**src/rtl/strobe_arbiter.sv**
```systemverilog
// Round-robin arbiter sharing one edge-gated write strobe among N_REQ requesters.
// Optional post-ack guard interval enabled by defining STROBE_GUARD_EN.
module strobe_arbiter #(
    parameter int  N_REQ        = 4,
    parameter int  GUARD_CYCLES = 2,
    localparam int IDX_W        = $clog2(N_REQ)
) (
    input  logic             clk,
    input  logic             rst_n,
    input  logic [N_REQ-1:0] req,
    output logic             strobe_en,
    output logic [N_REQ-1:0] sel,
    output logic [N_REQ-1:0] ack,
    output logic [IDX_W-1:0] grant_idx,
    output logic             busy
);

    typedef enum logic [1:0] {
        IDLE  = 2'd0,
        ARM   = 2'd1,
        ACK   = 2'd2,
        GUARD = 2'd3
    } state_t;

    state_t             r_state;
    state_t             w_state_nxt;
    logic [IDX_W-1:0]   r_ptr;
    logic [IDX_W-1:0]   w_ptr_nxt;
    logic               r_strobe;
    logic [N_REQ-1:0]   r_sel;
    logic [N_REQ-1:0]   r_ack;
    logic [IDX_W-1:0]   r_gidx;
    logic               r_busy;
    logic               w_strobe_nxt;
    logic [N_REQ-1:0]   w_sel_nxt;
    logic [N_REQ-1:0]   w_ack_nxt;
    logic [IDX_W-1:0]   w_gidx_nxt;
    logic               w_found;
    logic [IDX_W-1:0]   w_win;
    logic [N_REQ-1:0]   w_onehot;

`ifdef STROBE_GUARD_EN
    localparam int GW = (GUARD_CYCLES > 0) ? $clog2(GUARD_CYCLES + 1) : 1;
    localparam int GLOAD = (GUARD_CYCLES > 0) ? GUARD_CYCLES - 1 : 0;
    logic [GW-1:0] r_cnt;

    always_ff @(posedge clk) begin
        if (!rst_n) begin
            r_cnt <= '0;
        end else if (r_state == ACK) begin
            r_cnt <= GW'(GLOAD);
        end else if (r_state == GUARD && r_cnt != '0) begin
            r_cnt <= r_cnt - 1'b1;
        end
    end
`endif

    // Search upward from the pointer, wrapping N_REQ-1 to 0.
    always_comb begin
        int j;
        j       = 0;
        w_found = 1'b0;
        w_win   = '0;
        for (int i = 0; i < N_REQ; i++) begin
            j = int'(r_ptr) + i;
            if (j >= N_REQ) begin
                j = j - N_REQ;
            end
            if (!w_found && req[j]) begin
                w_found = 1'b1;
                w_win   = IDX_W'(j);
            end
        end
    end

    assign w_onehot = N_REQ'(1) << w_win;

    always_ff @(posedge clk) begin
        if (!rst_n) begin
            r_state  <= IDLE;
            r_ptr    <= '0;
            r_strobe <= 1'b0;
            r_sel    <= '0;
            r_ack    <= '0;
            r_gidx   <= '0;
            r_busy   <= 1'b0;
        end else begin
            r_state  <= w_state_nxt;
            r_ptr    <= w_ptr_nxt;
            r_strobe <= w_strobe_nxt;
            r_sel    <= w_sel_nxt;
            r_ack    <= w_ack_nxt;
            r_gidx   <= w_gidx_nxt;
            r_busy   <= (w_state_nxt != IDLE);
        end
    end

    always_comb begin
        w_state_nxt = r_state;
        unique case (r_state)
            IDLE: begin
                if (w_found) begin
                    w_state_nxt = ARM;
                end
            end
            ARM: w_state_nxt = ACK;
            ACK: begin
`ifdef STROBE_GUARD_EN
                w_state_nxt = (GUARD_CYCLES > 0) ? GUARD : IDLE;
`else
                w_state_nxt = IDLE;
`endif
            end
            GUARD: begin
`ifdef STROBE_GUARD_EN
                if (r_cnt == '0) begin
                    w_state_nxt = IDLE;
                end
`else
                w_state_nxt = IDLE;
`endif
            end
            default: w_state_nxt = IDLE;
        endcase
    end

    // Outputs are computed one cycle ahead so every port is a flop.
    always_comb begin
        w_strobe_nxt = 1'b0;
        w_sel_nxt    = r_sel;
        w_ack_nxt    = '0;
        w_gidx_nxt   = r_gidx;
        w_ptr_nxt    = r_ptr;
        unique case (r_state)
            IDLE: begin
                if (w_found) begin
                    w_strobe_nxt = 1'b1;
                    w_sel_nxt    = w_onehot;
                    w_gidx_nxt   = w_win;
                end
            end
            ARM: w_ack_nxt = r_sel;
            ACK: begin
                w_sel_nxt = '0;
                if (r_gidx == IDX_W'(N_REQ - 1)) begin
                    w_ptr_nxt = '0;
                end else begin
                    w_ptr_nxt = r_gidx + 1'b1;
                end
            end
            default: w_sel_nxt = '0;
        endcase
    end

    assign strobe_en = r_strobe;
    assign sel       = r_sel;
    assign ack       = r_ack;
    assign grant_idx = r_gidx;
    assign busy      = r_busy;

endmodule

```
**config.mk**
```make
export PLATFORM = sky130hd
export DESIGN_NAME = strobe_arbiter
export DESIGN_NICKNAME = d
export VERILOG_FILES = /design/src/rtl/strobe_arbiter.sv
export SDC_FILE = /design/constraint.sdc
export NUM_CORES = 1
export LEC_CHECK = 0
export CORE_ASPECT_RATIO = 0.9
export CORE_MARGIN = 5
export CORE_UTILIZATION = 44
export DETAILED_ROUTE_END_ITERATION = 6
export PLACE_DENSITY = 0.75
export SKIP_LAST_GASP = 1
export SYNTH_ARGS = -nofsm -noshare
export SYNTH_HDL_FRONTEND = slang
export SYNTH_SLANG_ARGS = --single-unit
```
**constraint.sdc**
```tcl
create_clock -name clk -period 1.3 [get_ports clk]
set_input_delay 0.26 -clock clk [delete_from_list [all_inputs] [get_ports clk]]
set_output_delay 0.26 -clock clk [all_outputs]
set_load 0.005 [all_outputs]
```
==> impl_metrics.prom, run 1 <==
# TYPE chip_impl_metric gauge
chip_impl_info{name="clock_tree.root_cell",value="clkbuf_4"} 1
chip_impl_metric{name="insertedDiodeCount",unit=""} 0
chip_impl_metric{name="fmax",unit="MHz"} 819
chip_impl_metric{name="wl",unit="mm"} 1.41
chip_impl_metric{name="ios",unit=""} 18
chip_impl_metric{name="yosysTopAreaCellShare",unit="%"} 50.5
chip_impl_metric{name="synth.ff_latch_count",unit=""} 16
chip_impl_metric{name="worst_clock_skew_on_the_final_layout",unit="ns"} 0.00541
chip_impl_metric{name="worst_ep_arrival_time",unit="ns"} 1.39
chip_impl_metric{name="gp_congestion",unit=""} 0.729
chip_impl_metric{name="detailedRoute.firstPassIterationCount",unit=""} 5
chip_impl_metric{name="tritoncts.num_buffers",unit=""} 3
chip_impl_metric{name="nets",unit=""} 104
chip_impl_metric{name="crit_path_required_time",unit="ns"} 1.47
chip_impl_metric{name="power_per_cell_area",unit="mW/mm^2"} 1100
chip_impl_metric{name="syn_area_per_cell",unit="um^2"} 9.76
chip_impl_metric{name="max_clock_buf_depth",unit=""} 2
chip_impl_metric{name="actual_transition_at_the_worst_max_transition_pin",unit="ns"} 0.324
chip_impl_metric{name="setup_viol",unit=""} 0
chip_impl_metric{name="final_layout_size_suffix_gt1_share",unit="%"} 34.4
chip_impl_metric{name="vias_in_the_first_global_route",unit=""} 555
chip_impl_info{name="worst_setup_path_end_kind",value="flip-flop"} 1
chip_impl_metric{name="slew_headroom",unit="%"} 78.4
chip_impl_metric{name="place_hpwl",unit="um"} 966
chip_impl_metric{name="critPathMaxFanout",unit=""} 4
chip_impl_info{name="cts_tree",value="done"} 1
chip_impl_metric{name="worstSkewPairLatency",unit="ns"} 0.27
chip_impl_metric{name="start_util",unit="%"} 45.3
chip_impl_info{name="setup_repair_after_global_routing_missed_its_margin",value="true"} 1
chip_impl_metric{name="detail_route.wl_per_cell",unit="um"} 12.7
chip_impl_metric{name="antenna_found_initial",unit=""} 0
chip_impl_metric{name="final_max_slew_viol_count",unit=""} 0
chip_impl_info{name="crit_path_start_kind",value="flip-flop"} 1
chip_impl_metric{name="antenna_left",unit=""} 0
chip_impl_metric{name="cap_viol_max_count",unit=""} 0
chip_impl_metric{name="drt_drc",unit=""} 0
chip_impl_metric{name="netlist_instances",unit=""} 65
chip_impl_info{name="synth_area_leaders",value="dfxtp_1 (50%), nor2b_1 (6.9%), o32ai_1 (5.5%)"} 1
chip_impl_metric{name="synth.net_count",unit=""} 72
chip_impl_info{name="synth_largest_area_cell",value="dfxtp_1"} 1
chip_impl_info{name="worst_hold_path_type",value="flip-flop to flip-flop"} 1
chip_impl_metric{name="grtUsageTotal",unit="%"} 14.0
chip_impl_metric{name="clock_sink_count",unit=""} 16
chip_impl_metric{name="design.core.area",unit="mm^2"} 0.00140
chip_impl_metric{name="cell_row_count",unit=""} 13
chip_impl_info{name="run_status",value="complete, no violations"} 1
chip_impl_metric{name="route.detailed.vias_per_inst",unit=""} 5.29
chip_impl_metric{name="die_h",unit="um"} 46.0
chip_impl_metric{name="global_route_wire_length_before_repair",unit="mm"} 2.44
chip_impl_metric{name="total_leakage_power",unit="nW"} 0.468
chip_impl_metric{name="detail_route.iter0.violations",unit=""} 9
chip_impl_metric{name="final_min_period_over_clock_period",unit="%"} 94.0
chip_impl_metric{name="finalSetupTns",unit="ns"} 0
chip_impl_metric{name="finalHoldViolations",unit=""} 0
chip_impl_metric{name="worst_ir_drop_vdd",unit="V"} 0.000674
chip_impl_metric{name="yosysWarnings",unit=""} 0
chip_impl_metric{name="die_width",unit="um"} 50.0
chip_impl_metric{name="grt_max_degree",unit=""} 11
chip_impl_info{name="worstSetupPathType",value="flip-flop to flip-flop"} 1
chip_impl_metric{name="area_delta_synth_final",unit="%"} 52.5
chip_impl_metric{name="htree_levels",unit=""} 1
chip_impl_metric{name="vias",unit=""} 587
chip_impl_metric{name="period_needed",unit="ns"} 1.22
chip_impl_metric{name="design.die.area",unit="mm^2"} 0.00230
chip_impl_metric{name="hold_buffers",unit=""} 0
chip_impl_metric{name="register_clock_pin_slew_on_the_reported_worst_setup_and_hold_paths",unit="ns"} 0.09
chip_impl_metric{name="aggregate_global_routing_overflow",unit=""} 0
chip_impl_metric{name="io_port_bufs",unit=""} 17
chip_impl_metric{name="ys_types",unit=""} 25
chip_impl_metric{name="power.total",unit="mW"} 1.06
chip_impl_metric{name="synth-seq-area-share",unit="%"} 50.5
chip_impl_metric{name="mappedNetlistArea",unit="um^2"} 634
## area by class of cell
class                   count  area [um^2]
inverters                   3         11.3
multi-input cells          45          338
fillers                   121          432
flip-flops and latches     16          330
repair buffers             28          233
well taps                  15         18.8
clock buffers               4         36.3
## critical path, cell delays in order, from the launching register on
cell and delay (ns):
dfxtp_2 0.37, nand2_1 0.06, a211o_1 0.31, o21a_1 0.15, o32ai_2 0.23
## report_power, final
group	switching, mW	total [mW]	leakage (nW)	internal, mW
combinational	0.0937	0.201	0.313	0.107
sequential	0.0218	0.545	0.134	0.523
clock	0.145	0.315	0.0210	0.170
## flip-flops by register name, summed over array words and instances, names as in the netlist
| name | flops |
|---|---|
| ack | 4 |
| sel | 4 |
| grant_idx | 2 |
| r_ptr | 2 |
| r_state | 2 |
| busy | 1 |
| strobe_en | 1 |
## Yosys cell counts (all sizes together)
master   count
dfxtp       16
nand2        7
nor2b        7
nor2         5
and3         4
o32ai        4
inv          3
a21oi        2
mux2i        2
o21a         2
a211o        1
a21bo        1
a21boi       1
a21o         1
a2bb2oi      1
and2         1
clkbuf       1
ha           1
nor3         1
nor3b        1
o2111ai      1
o21ai        1
o22ai        1
## per-stage QoR
stage / std cells / util (%) / cell area [um^2] / hold slack [ns] / setup WS [ns]
detailed placement: 104 / 62.9 / 880 / 0.476 / -0.385
global route: 111 / 69.1 / 967 / 0.512 / -0.0476
CTS: 111 / 69.0 / 965 / 0.485 / 0.0156
floorplan: 65 / - / 634 / 0.388 / 0.156
global placement: 104 / 62.9 / 880 / 0.480 / -0.331
finish: 111 / 69.1 / 967 / 0.487 / 0.0784
## per-layer routing
metal	GRT usage (%)	wire length, um	vias up
li1	-	-	298
met3	4.26	116	4
met4	4.71	19	0
met5	0	0	-
met2	23.1	648	30
met1	17.5	620	255
## cells in the final DEF (no fill, tap or decap), types with 2 or more instances in the layout
| cell type | synthesis | routed |
|---|---|---|
| nand2_1 | 7 | 6 |
| nor2b_1 | 7 | 5 |
| nor2_1 | 5 | 4 |
| dfxtp_1 | 16 | 8 |
| o32ai_1 | 4 | 3 |
| clkbuf_4 | 0 | 3 |
| buf_4 | 0 | 11 |
| inv_1 | 2 | 2 |
| dfxtp_2 | 0 | 8 |
| and3_1 | 4 | 4 |
| mux2i_1 | 2 | 2 |
| o21a_1 | 2 | 2 |
| dlygate4sd2_1 | 0 | 16 |
## worst paths after layout
check / start / endpoint / slack [ns] / cells after the start
hold reg to reg: sel[2] / sel[2] / 0.49 / 2
hold / removal: sel[2] / sel[2] / 0.49 / 2
setup reg to reg: r_ptr[1] / sel[0] / 0.08 / 4
setup / recovery: r_ptr[1] / sel[0] / 0.08 / 4
## logic make-up after synthesis
family | synth area share [%]
mux | 3.16
simple gates | 20.9
compound gates | 21.1
flops | 50.5
buf+inv | 2.37
fa+ha+maj | 1.97
## timing repair
action | in CTS | in global routing
resized for setup | 31 | 2
endpoints found under the setup margin | 17 | 5
pin swaps | 7 | 0
buffers inserted | 3 | 0
hold endpoints to repair | 0 | 0
Power figures use the tool's default switching activity.
==> inputs of run 2 (changes only) <==
- CTS_CLUSTER_DIAMETER: unset -> 100
==> results of run 2 <==
Final layout, timing and power as in run 1 (identical DEF).
==> inputs of run 3 (changes only) <==
- CORE_MARGIN: 5 -> 4
==> run 3 against run 2 <==
  * Worst hold slack got worse by 0.0017 ns
  * Wire length rose by 11%
  * Clock power rose by 4%
  * Clock skew barely moved
  * Critical path depth did not move
  * Critical path type is now primary input to flip-flop
  * Critical endpoint is now sel[1]
==> impl_metrics.prom, run 3 (same netlist as run 1, synthesis figures left out) <==
# TYPE chip_impl_metric gauge
chip_impl_metric{name="power_per_cell_area",unit="mW/mm^2"} 1090
chip_impl_metric{name="die_width",unit="um"} 48.0
chip_impl_metric{name="detailedRoute.firstPassIterationCount",unit=""} 4
chip_impl_metric{name="total_leakage_power",unit="nW"} 0.503
chip_impl_metric{name="antenna_found_initial",unit=""} 0
chip_impl_info{name="worstSetupPathType",value="primary input to flip-flop"} 1
chip_impl_info{name="run_status",value="complete, no violations"} 1
chip_impl_info{name="clock_tree.root_cell",value="clkbuf_4"} 1
chip_impl_metric{name="grtUsageTotal",unit="%"} 16.1
chip_impl_metric{name="global_route_wire_length_before_repair",unit="mm"} 2.37
chip_impl_info{name="worst_setup_path_end_kind",value="flip-flop"} 1
chip_impl_metric{name="worstSkewPairLatency",unit="ns"} 0.29
chip_impl_metric{name="route.detailed.vias_per_inst",unit=""} 5.24
chip_impl_info{name="slowest_stage",value="clkdlybuf4s50_1"} 1
chip_impl_metric{name="area_delta_synth_final",unit="%"} 57.8
chip_impl_metric{name="vias_in_the_first_global_route",unit=""} 565
chip_impl_metric{name="r2r_cells",unit=""} 5
chip_impl_metric{name="finalHoldViolations",unit=""} 0
chip_impl_metric{name="slew_headroom",unit="%"} 79.4
chip_impl_metric{name="die_h",unit="um"} 44.0
chip_impl_metric{name="hold_buffers",unit=""} 0
chip_impl_metric{name="critPathMaxFanout",unit=""} 6
chip_impl_metric{name="final_max_slew_viol_count",unit=""} 0
chip_impl_metric{name="power.total",unit="mW"} 1.09
chip_impl_metric{name="aggregate_global_routing_overflow",unit=""} 0
chip_impl_metric{name="io_port_bufs",unit=""} 17
chip_impl_metric{name="final.fill_count",unit=""} 98
chip_impl_metric{name="worst_ir_drop_vdd",unit="V"} 0.000809
chip_impl_metric{name="gp_congestion",unit=""} 0.840
chip_impl_metric{name="period_needed",unit="ns"} 1.26
chip_impl_metric{name="wl",unit="mm"} 1.56
chip_impl_metric{name="start_util",unit="%"} 49.1
chip_impl_info{name="crit_path_start_kind",value="primary input"} 1
chip_impl_metric{name="design.die.area",unit="mm^2"} 0.00211
chip_impl_metric{name="insertedDiodeCount",unit=""} 0
chip_impl_metric{name="hold_depth",unit=""} 2
chip_impl_metric{name="place_hpwl",unit="mm"} 1.03
chip_impl_metric{name="worst_ep_arrival_time",unit="ns"} 1.45
chip_impl_metric{name="setup_viol",unit=""} 0
chip_impl_metric{name="final-seq-area",unit="um^2"} 335
chip_impl_metric{name="fmax",unit="MHz"} 795
chip_impl_metric{name="nets",unit=""} 108
chip_impl_metric{name="antenna_left",unit=""} 0
chip_impl_metric{name="final_min_period_over_clock_period",unit="%"} 96.8
chip_impl_metric{name="actual_transition_at_the_worst_max_transition_pin",unit="ns"} 0.307
chip_impl_metric{name="multiInputGateArea",unit="um^2"} 334
chip_impl_metric{name="register_clock_pin_slew_on_the_reported_worst_setup_and_hold_paths",unit="ns"} 0.09
chip_impl_metric{name="crit_path_required_time",unit="ns"} 1.49
chip_impl_metric{name="critical_path.max_stage_delay",unit="ns"} 0.54
chip_impl_metric{name="tritoncts.num_buffers",unit=""} 3
chip_impl_metric{name="fin_ws",unit="ns"} 0.0421
chip_impl_metric{name="final_core_util",unit="%"} 77.5
chip_impl_metric{name="finalSetupTns",unit="ns"} 0
chip_impl_metric{name="cap_viol_max_count",unit=""} 0
chip_impl_metric{name="drt_drc",unit=""} 0
chip_impl_metric{name="vias",unit=""} 597
chip_impl_metric{name="design.core.area",unit="mm^2"} 0.00129
chip_impl_metric{name="worst_slack_at_placement",unit="ns"} -0.423
chip_impl_metric{name="detail_route.wl_per_cell",unit="um"} 13.7
chip_impl_metric{name="worst_clock_skew_on_the_final_layout",unit="ns"} 0.00548
chip_impl_info{name="cts_tree",value="done"} 1
chip_impl_info{name="critical_path.cell_chain",value="clkdlybuf4s50_1 > nor2b_1 > nand2_2 > o32ai_1"} 1
chip_impl_metric{name="ios",unit=""} 18
chip_impl_metric{name="grt_max_degree",unit=""} 11
chip_impl_info{name="setup_repair_after_global_routing_missed_its_margin",value="false"} 1
chip_impl_metric{name="cell_row_count",unit=""} 12
chip_impl_metric{name="detail_route.iter0.violations",unit=""} 8
chip_impl_info{name="worst_hold_path_type",value="flip-flop to flip-flop"} 1
chip_impl_metric{name="max_clock_buf_depth",unit=""} 2
chip_impl_info{name="layout.cells.most_common_list",value="dlygate4sd2_1 (15), buf_4 (15), dfxtp_1 (8)"} 1
chip_impl_metric{name="htree_levels",unit=""} 1
chip_impl_metric{name="clock_sink_count",unit=""} 16
chip_impl_metric{name="final_layout_size_suffix_gt1_share",unit="%"} 35.0
[run 3: final cells by class]
cell class	count	share of cell area [%]
timing repair buffer	32	26.6
sequential	16	33.5
inverter	3	1.13
tap	14	1.75
clock buffer	4	3.62
multi-input combinational	45	33.4
[run 3: critical path: cells and delay by family]
family                 cells  cell delay, ns
buffers and inverters      1            0.54
AND/OR/NAND/NOR            2            0.37
AO/OA/AOI/OAI              1            0.27
[run 3: routing by layer]
metal | vias to the layer above | global-route usage [%] | part of all wire [%]
li1 | 302 | - | -
met1 | 281 | 18.5 | 45
met2 | 12 | 27.2 | 49
met3 | 2 | 1.22 | 4.0
met4 | 0 | 11.3 | 1.3
met5 | - | 0 | 0
[run 3: through the flow]
step / cell area (um^2) / hold slack, ns / instances
final: 1000 / 0.486 / 114
after global routing: 1000 / 0.507 / 114
after CTS: 990 / 0.491 / 114
after detailed placement: 908 / 0.484 / 107
after global placement: 908 / 0.481 / 107
after floorplan: 634 / 0.388 / 65
[run 3: what timing repair did]
item / 4_1_cts / 5_1_grt
gates resized for setup: 29 / 5
setup buffers: 3 / 0
pin swaps: 3 / 1
setup endpoints to repair: 17 / 5
[run 3: path summary, 6_finish.rpt]
| path | start | end | slack, ns |
|---|---|---|---|
| max | rst_n | sel[1] | 0.04 |
| min | sel[1] | sel[1] | 0.49 |
| max reg2reg | r_ptr[0] | sel[1] | 0.05 |
| min reg2reg | sel[1] | sel[1] | 0.49 |
[run 3: report_power, final]
part	switching, mW	internal [mW]
Sequential	0.0236	0.520
Combinational	0.0959	0.119
Clock	0.157	0.171
